File: src/rtl/pb_debounce_pkg.sv
// Shared types and defaults for the pushbutton debouncer.
// Optional long-press detection is enabled with PB_DEBOUNCE_LONGPRESS_EN.
package pb_debounce_pkg;

    typedef enum logic {
        STABLE = 1'b0,
        CHECK  = 1'b1
    } deb_state_e;

    localparam int   DEF_N_BTN         = 2;
    localparam int   DEF_CNT_W         = 20;
    localparam int   DEF_STABLE_CYCLES = 500000;
    localparam int   DEF_LONG_CYCLES   = 100000000;
    localparam logic DEF_IDLE_LEVEL    = 1'b1;

    // Bits needed to hold any value in 0..max_count.
    function automatic int cnt_width(input int max_count);
        return (max_count < 2) ? 1 : $clog2(max_count + 1);
    endfunction

endpackage

File: src/rtl/pb_debounce_chan.sv
// One debounce channel: 2-flop synchroniser, stability FSM, press/release strobes.
// With PB_DEBOUNCE_LONGPRESS_EN a saturating hold counter drives o_long_press.
module pb_debounce_chan
    import pb_debounce_pkg::*;
#(
    parameter int   CNT_W         = DEF_CNT_W,
    parameter int   STABLE_CYCLES = DEF_STABLE_CYCLES,
    parameter logic IDLE_LEVEL    = DEF_IDLE_LEVEL
`ifdef PB_DEBOUNCE_LONGPRESS_EN
    ,
    parameter int   LONG_CYCLES   = DEF_LONG_CYCLES
`endif
) (
    input  logic clk,
    input  logic reset_n,
    input  logic i_btn_raw,
    output logic o_btn_clean,
    output logic o_press_pulse,
    output logic o_release_pulse,
    output logic o_long_press
);

    localparam logic [CNT_W-1:0] CNT_LAST = CNT_W'(STABLE_CYCLES - 1);

    logic             r_sync1;
    logic             r_sync2;
    logic             r_clean;
    logic             r_press;
    logic             r_release;
    deb_state_e       r_state;
    deb_state_e       w_state_next;
    logic [CNT_W-1:0] r_cnt;
    logic [CNT_W-1:0] w_cnt_next;
    logic             w_accept;

    always_ff @(posedge clk or negedge reset_n) begin
        if (!reset_n) begin
            r_sync1   <= IDLE_LEVEL;
            r_sync2   <= IDLE_LEVEL;
            r_clean   <= IDLE_LEVEL;
            r_press   <= 1'b0;
            r_release <= 1'b0;
            r_state   <= STABLE;
            r_cnt     <= '0;
        end else begin
            r_sync1   <= i_btn_raw;
            r_sync2   <= r_sync1;
            r_state   <= w_state_next;
            r_cnt     <= w_cnt_next;
            if (w_accept) begin
                r_clean <= r_sync2;
            end
            r_press   <= w_accept && (r_sync2 != IDLE_LEVEL);
            r_release <= w_accept && (r_sync2 == IDLE_LEVEL);
        end
    end

    // Any return of sync2 to the accepted level drops back to STABLE, so a bounce restarts the count.
    always_comb begin
        w_state_next = r_state;
        w_cnt_next   = '0;
        w_accept     = 1'b0;
        case (r_state)
            STABLE: begin
                if (r_sync2 != r_clean) begin
                    w_state_next = CHECK;
                    w_cnt_next   = CNT_W'(1);
                end
            end
            CHECK: begin
                if (r_sync2 == r_clean) begin
                    w_state_next = STABLE;
                end else if (r_cnt == CNT_LAST) begin
                    w_accept     = 1'b1;
                    w_state_next = STABLE;
                end else begin
                    w_cnt_next   = r_cnt + 1'b1;
                end
            end
            default: begin
                w_state_next = STABLE;
            end
        endcase
    end

    assign o_btn_clean     = r_clean;
    assign o_press_pulse   = r_press;
    assign o_release_pulse = r_release;

`ifdef PB_DEBOUNCE_LONGPRESS_EN
    localparam int                HOLD_W   = cnt_width(LONG_CYCLES);
    localparam logic [HOLD_W-1:0] HOLD_MAX = HOLD_W'(LONG_CYCLES);
    localparam logic [HOLD_W-1:0] HOLD_PRE = HOLD_W'(LONG_CYCLES - 1);

    logic [HOLD_W-1:0] r_hold;
    logic              r_long;
    logic              w_held;

    assign w_held = (r_clean != IDLE_LEVEL);

    // Accept covers both press (restart) and release (clear); saturation blocks a repeat strobe.
    always_ff @(posedge clk or negedge reset_n) begin
        if (!reset_n) begin
            r_hold <= '0;
            r_long <= 1'b0;
        end else begin
            r_long <= w_held && (r_hold == HOLD_PRE);
            if (w_accept) begin
                r_hold <= '0;
            end else if (w_held && (r_hold != HOLD_MAX)) begin
                r_hold <= r_hold + 1'b1;
            end
        end
    end

    assign o_long_press = r_long;
`else
    assign o_long_press = 1'b0;
`endif

endmodule

File: src/rtl/pushbutton_debounce.sv
// Debounces N_BTN active-low pushbuttons for the PIO in_port, with press/release strobes.
// Define PB_DEBOUNCE_LONGPRESS_EN to add LONG_CYCLES and the long_press strobe.
module pushbutton_debounce
    import pb_debounce_pkg::*;
#(
    parameter int   N_BTN         = DEF_N_BTN,
    parameter int   CNT_W         = DEF_CNT_W,
    parameter int   STABLE_CYCLES = DEF_STABLE_CYCLES,
    parameter logic IDLE_LEVEL    = DEF_IDLE_LEVEL
`ifdef PB_DEBOUNCE_LONGPRESS_EN
    ,
    parameter int   LONG_CYCLES   = DEF_LONG_CYCLES
`endif
) (
    input  logic             clk,
    input  logic             reset_n,
    input  logic [N_BTN-1:0] btn_raw,
    output logic [N_BTN-1:0] btn_clean,
    output logic [N_BTN-1:0] press_pulse,
    output logic [N_BTN-1:0] release_pulse,
    output logic [N_BTN-1:0] long_press
);

    genvar gi;
    generate
        for (gi = 0; gi < N_BTN; gi++) begin : g_chan
            pb_debounce_chan #(
                .CNT_W         (CNT_W),
                .STABLE_CYCLES (STABLE_CYCLES),
                .IDLE_LEVEL    (IDLE_LEVEL)
`ifdef PB_DEBOUNCE_LONGPRESS_EN
                ,
                .LONG_CYCLES   (LONG_CYCLES)
`endif
            ) u_chan (
                .clk             (clk),
                .reset_n         (reset_n),
                .i_btn_raw       (btn_raw[gi]),
                .o_btn_clean     (btn_clean[gi]),
                .o_press_pulse   (press_pulse[gi]),
                .o_release_pulse (release_pulse[gi]),
                .o_long_press    (long_press[gi])
            );
        end
    endgenerate

endmodule
File: config.mk
export PLATFORM = sky130hd
export DESIGN_NAME = pushbutton_debounce
export DESIGN_NICKNAME = d
export VERILOG_FILES = /design/src/rtl/pb_debounce_pkg.sv /design/src/rtl/pb_debounce_chan.sv /design/src/rtl/pushbutton_debounce.sv
export SDC_FILE = /design/constraint.sdc
export NUM_CORES = 1
export LEC_CHECK = 0
export BUFFER_PORTS_ARGS = -buffer_cell sky130_fd_sc_hd__buf_2
export CAP_MARGIN = 20
export CORE_ASPECT_RATIO = 0.6
export CORE_MARGIN = 2
export CORE_UTILIZATION = 25
export CTS_CLUSTER_SIZE = 12
export DETAILED_ROUTE_END_ITERATION = 12
export HOLD_SLACK_MARGIN = 0.12
export SYNTH_ARGS = -nofsm -noshare
export SYNTH_HDL_FRONTEND = slang
export SYNTH_SLANG_ARGS = --single-unit
File: constraint.sdc
create_clock -name clk -period 3.24 [get_ports clk]
set_clock_uncertainty 0.1 [all_clocks]
set_input_delay 0.162 -clock clk [delete_from_list [all_inputs] [get_ports clk]]
set_output_delay 0.162 -clock clk [all_outputs]
set_load 0.02 [all_outputs]
Yosys cells after proc, flatten, opt, wreduce, memory -nomap -nowiden
Cells that the tools add are included.
{"block": "classes", "addsub": 2, "mul": 0, "div_mod_pow": 0, "magnitude_cmp": 0, "n_eq_ne": 6, "n_shift": 0, "muxes": 22, "bitwise": 4, "n_reduce_logical": 4}
{"operator": "two-way mux 20 bit", "n": 4}
{"operator": "case mux 20 bit (2 select lines)", "n": 2}
{"operator": "adder 20 x 1 -> 20 bit (second input constant)", "n": 2}
{"operator": "== test 20 x 19 -> 1 bit (second input constant)", "n": 2}
{"operator": "two-way mux 1 bit", "n": 14}
{"operator": "logical AND 1 bit", "n": 4}
{"operator": "NOT 1 bit", "n": 4}
{"operator": "case mux 1 bit (2 select lines)", "n": 2}
{"operator": "== test 1 bit", "n": 2}
{"operator": "!= test 1 bit", "n": 2}
{"block": "totals", "regBits": 52, "latch_bits": 0, "mem_bits_rw": 0, "rom_bits": 0, "wordCells": 52, "memories": 0}

Logic depth before layout (Yosys ltp)
{"block": "logic_depth", "depth_word": 5, "ltp_mapped": 7, "depth_no_buf": 5}

Cells and area by module
A second synthesis with hierarchy kept.
{"block": "unflattened", "hier_cells": 258, "area_unflattened_um2": 2560.0}
{"mod": "pb_debounce_chan", "instances": 2, "cells_per_inst": 129, "area_per_inst_um2": 1280.0}

Worst setup path before layout
Ideal clock, no wire load.
{"block": "synth_path", "path_type": "register to register", "startpoint": "register g_chan[1].u_chan.r_cnt[0]", "endpoint": "register g_chan[1].u_chan.r_cnt[18]", "setup_time_ns": 0.077, "arrival_ns": 1.873, "required_time_ns": 3.063, "slack_ns": 1.190, "stages_incl_launch_ff": 6, "n_path_buf": 0, "synth_period_minus_slack_ns": 2.050, "path_cell_list": "dfrtp_1 -> ha_1 -> nand4_1 -> or4_4 -> or4_1 -> a21oi_1"}
{"block": "synth_via", "elab_chain_cells": 4, "elab_cells_between_ends": 5}
{"item": "start, declared", "line": "pb_debounce_chan.sv:32", "text": "logic [CNT_W-1:0] r_cnt;"}
{"item": "start signal, assigned", "line": "pb_debounce_chan.sv:49", "text": "r_cnt <= w_cnt_next;"}
{"item": "adder 20 x 1 -> 20 bit / == test 20 x 19 -> 1 bit (equally long branches)", "line": "pb_debounce_chan.sv:77, pb_debounce_chan.sv:73"}
{"item": "two-way mux 20 bit (*)", "line": "pb_debounce_chan.sv:73", "text": "end else if (r_cnt == CNT_LAST) begin"}
{"item": "two-way mux 20 bit (*)", "line": "pb_debounce_chan.sv:71", "text": "if (r_sync2 == r_clean) begin"}
{"item": "case mux 20 bit (2 select lines) (*)", "line": "pb_debounce_chan.sv:63", "text": "case (r_state)"}
{"item": "net g_chan[1].u_chan.w_cnt_next[18]", "line": "pb_debounce_chan.sv:33", "text": "logic [CNT_W-1:0] w_cnt_next;"}
The timed path passes the listed nets; every way through them passes the cells marked *.
A chain may end at the register's enable or synchronous reset.

Worst setup path in the final report
{"block": "layout_path", "startpoint": "register g_chan[0].u_chan.r_cnt[0]", "endpoint": "register g_chan[0].u_chan.r_cnt[18]"}
{"block": "layout_via", "elab_chain_cells": 4, "elab_cells_between_ends": 5}
{"item": "start, declared", "line": "pb_debounce_chan.sv:32"}
{"item": "start signal, assigned", "line": "pb_debounce_chan.sv:49"}
{"item": "adder 20 x 1 -> 20 bit / == test 20 x 19 -> 1 bit (equally long branches)", "line": "pb_debounce_chan.sv:77, pb_debounce_chan.sv:73"}
{"item": "two-way mux 20 bit (*)", "line": "pb_debounce_chan.sv:73"}
{"item": "two-way mux 20 bit (*)", "line": "pb_debounce_chan.sv:71"}
{"item": "case mux 20 bit (2 select lines) (*)", "line": "pb_debounce_chan.sv:63"}
{"item": "net g_chan[0].u_chan.w_cnt_next[18]", "line": "pb_debounce_chan.sv:33"}
Marks and branches as above.

==> results_dict.tcl <==
set metrics [dict create \
    status "finished, final reports clean" \
    h-tree-depth 2 \
    cts_setup_buffers 0 \
    cts_root_buf "clkbuf_16" \
    rsz0062_at_grt "no" \
    combPwrFrac 0.044 \
    p_seq_frac 0.490 \
    grt_pass1_vias 1571 \
    drc 0 \
    drive_above_1_share 0.145 \
    critPathLaunchType "flip-flop" \
    grt_overflow_total 0 \
    synth_edf_count 0 \
    wl_per_cell_um 12.3 \
    power_frac_clock 0.466 \
    place_inst 379 \
    final_cells 390 \
    pre_cts_slack_ps 1020 \
    wl_um 4800 \
    core_um2 9770 \
    final_max_slew_viol_count 0 \
    clk_pin_slew_worst_paths_ps 70 \
    ff2ff_setup_slack_ps 1030 \
    grt_max_degree 34 \
    ys_seq_area_frac 0.525 \
    total_power_mw 1.38 \
    worst-path-max-fanout 6 \
    fmax_mhz 452 \
    synth_seq_cells 52 \
    fp-row-count 28 \
    p_leak_nw 1.07 \
    dieArea_um2 10800 \
    clock_sinks 52 \
    area_delta_synth_final_pct 14.4 \
    drv_cap 0 \
    post_cts_resize_count 0 \
    place.gp.congestion 0.761 \
    min_period_ps 2210 \
    drtPass1Iterations 4 \
    num-nets-final 260 \
    clk_latency_ps 290 \
    power_density_nw_per_um2 483 \
    finalCritPeriodShare 0.683 \
    holdWs_ps 255 \
    hold_viol_final 0 \
    hold_path_class "reg -> reg" \
    vdd_drop_max_uv 215 \
    tightest_slew_ps 724 \
    post-dp-hpwl_um 3360 \
    cts_tree "yes" \
    synthCells 246 \
    antenna_found_initial 0 \
    end_kind "flip-flop" \
    cts_inserted_buffers 5 \
    setup_slack_ps 1030 \
    viasPerCell 4.51 \
    async_flop_share 1.00 \
    start_util 0.255 \
    cts_buffer_depth 2 \
    die_h_um 81.4 \
    grt.total_usage 0.0962 \
    relSlewSlack 0.517 \
    ant_nets 0 \
    syn-cell-area_um2 2490 \
    path_class "reg -> reg" \
    setup_viol 0 \
    grt_pass1_wl_um 8190 \
    avgSynthCellArea_um2 10.1 \
    ys.flop_type "dfrtp_1" \
    swShare 0.209 \
    power.internal_mw 1.09 \
    io_pins 12 \
    yosysWarnings 0 \
    worstPathArrival_ps 2340 \
    synth_cell_types 36 \
    die_w_um 133 \
    power.switching_mw 0.288 \
    io_buffers 9 \
    cts_hold_buf 3 \
    tns_ps 0 \
    first_iter_violations 129 \
    vias 1758 \
    n_antenna_cell 0 \
    worstPathRequired_ps 3370 \
]
## power by group through the flow
stage | sequential (mW) | clock, mW | combinational [mW]
floorplan | 0.684 | 0 | 0.0367
CTS | 0.675 | 0.660 | 0.0615
global route | 0.678 | 0.689 | 0.0692
finish | 0.675 | 0.643 | 0.0602
global placement | 0.687 | 0 | 0.0579
detailed placement | 0.687 | 0 | 0.0580
## registers in the layout, indices dropped and copies added, names as in the netlist
name,cells
g_chan.u_chan.r_sync2,2
g_chan.u_chan.r_cnt,40
g_chan.u_chan.o_release_pulse,2
g_chan.u_chan.o_press_pulse,2
g_chan.u_chan.o_btn_clean,2
g_chan.u_chan.r_state,2
g_chan.u_chan.r_sync1,2
## per-stage QoR
stage | utilization | instance area, um^2
2_1_floorplan | - | 2500
3_3_place_gp | 0.270 | 2640
3_5_place_dp | 0.270 | 2640
4_1_cts | 0.292 | 2850
5_1_grt | 0.292 | 2850
6_report | 0.292 | 2850
## logic make-up (layout without fill, tap and decap cells)
family	after synthesis	in the layout	synth area share
mux	2	2	0.00903
flops	52	52	0.525
buf+inv	22	30	0.0481
xor+xnor	30	30	0.105
other cells	1	2	0.00150
fa+ha+maj	2	2	0.0100
simple gates	115	115	0.249
compound gates	22	22	0.0527
## final timing paths
kind                                                startpoint                                          to  cells after the start
max in group asynchronous                              reset_n          g_chan[1].u_chan.r_sync1$_DFF_PN1_                      3
min reg2reg                 g_chan[1].u_chan.r_sync1$_DFF_PN1_          g_chan[1].u_chan.r_sync2$_DFF_PN1_                      0
max                        g_chan[0].u_chan.r_cnt[0]$_DFF_PN0_        g_chan[0].u_chan.r_cnt[18]$_DFF_PN0_                      5
min in group asynchronous                              reset_n  g_chan[0].u_chan.o_release_pulse$_DFF_PN0_                      2
max reg2reg                g_chan[0].u_chan.r_cnt[0]$_DFF_PN0_        g_chan[0].u_chan.r_cnt[18]$_DFF_PN0_                      5
min                         g_chan[1].u_chan.r_sync1$_DFF_PN1_          g_chan[1].u_chan.r_sync2$_DFF_PN1_                      0
## per-layer routing
| metal | GRT usage | share of wire |
|---|---|---|
| met5 | 0 | 0 |
| met4 | 0.0419 | 0.017 |
| met3 | 0.0262 | 0.036 |
| met2 | 0.117 | 0.36 |
| met1 | 0.151 | 0.59 |
## cells in the mapped netlist, types with 3 or more instances
| cell | n | area [um^2] |
|---|---|---|
| dfrtp_1 | 46 | 1150 |
| nand2_1 | 12 | 45.0 |
| o31ai_1 | 5 | 37.5 |
| or2_2 | 3 | 18.8 |
| nor2_1 | 37 | 139 |
| or3_1 | 3 | 18.8 |
| nor3_1 | 8 | 40.0 |
| buf_2 | 3 | 15.0 |
| a21oi_1 | 8 | 40.0 |
| or4_1 | 7 | 52.6 |
| dfstp_2 | 6 | 158 |
| xnor2_1 | 22 | 193 |
| inv_1 | 7 | 26.3 |
| nand3_1 | 14 | 70.1 |
| clkbuf_1 | 3 | 11.3 |
| o21ai_0 | 5 | 25.0 |
| nor4_1 | 9 | 56.3 |
| buf_4 | 9 | 67.6 |
| nand4_1 | 10 | 62.6 |
| xor2_1 | 8 | 70.1 |
## area by class of cell
| class | instances | area, um^2 |
|---|---|---|
| Tap cell | 135 | 169 |
| Fill cell | 1022 | 6920 |
| Inverter | 7 | 26.3 |
| Clock inverter | 1 | 30.0 |
| Sequential cell | 52 | 1310 |
| Timing Repair Buffer | 15 | 97.6 |
| Clock buffer | 7 | 153 |
| Multi-Input combinational cell | 173 | 1070 |
## layout by cell type, fill, tap and decap left out, types with 2 or more instances in the layout
| master | count |
|---|---|
| xor2_1 | 8 |
| clkbuf_16 | 5 |
| o22ai_1 | 2 |
| ha_1 | 2 |
| o21ai_0 | 5 |
| xnor2_1 | 22 |
| nor2_1 | 37 |
| inv_1 | 7 |
| mux2_2 | 2 |
| nor4b_1 | 2 |
| or3_1 | 3 |
| dfstp_2 | 6 |
| nand2_1 | 12 |
| a21oi_1 | 8 |
| buf_2 | 9 |
| o31ai_1 | 5 |
| nand2b_1 | 2 |
| or2_2 | 3 |
| or4_1 | 7 |
| buf_4 | 3 |
| nand4_1 | 10 |
| nor3_1 | 8 |
| dlygate4sd3_1 | 3 |
| clkbuf_8 | 2 |
| conb_1 | 2 |
| nor4_1 | 9 |
| nand3_1 | 14 |
| dfrtp_1 | 46 |
## critical path, stage by stage (launching register included)
cell     delay (ps)
dfrtp_1         410
ha_1            250
nand4_2         180
or4_1           580
or4_1           480
a21oi_1         150
Power figures use the tool's default switching activity.
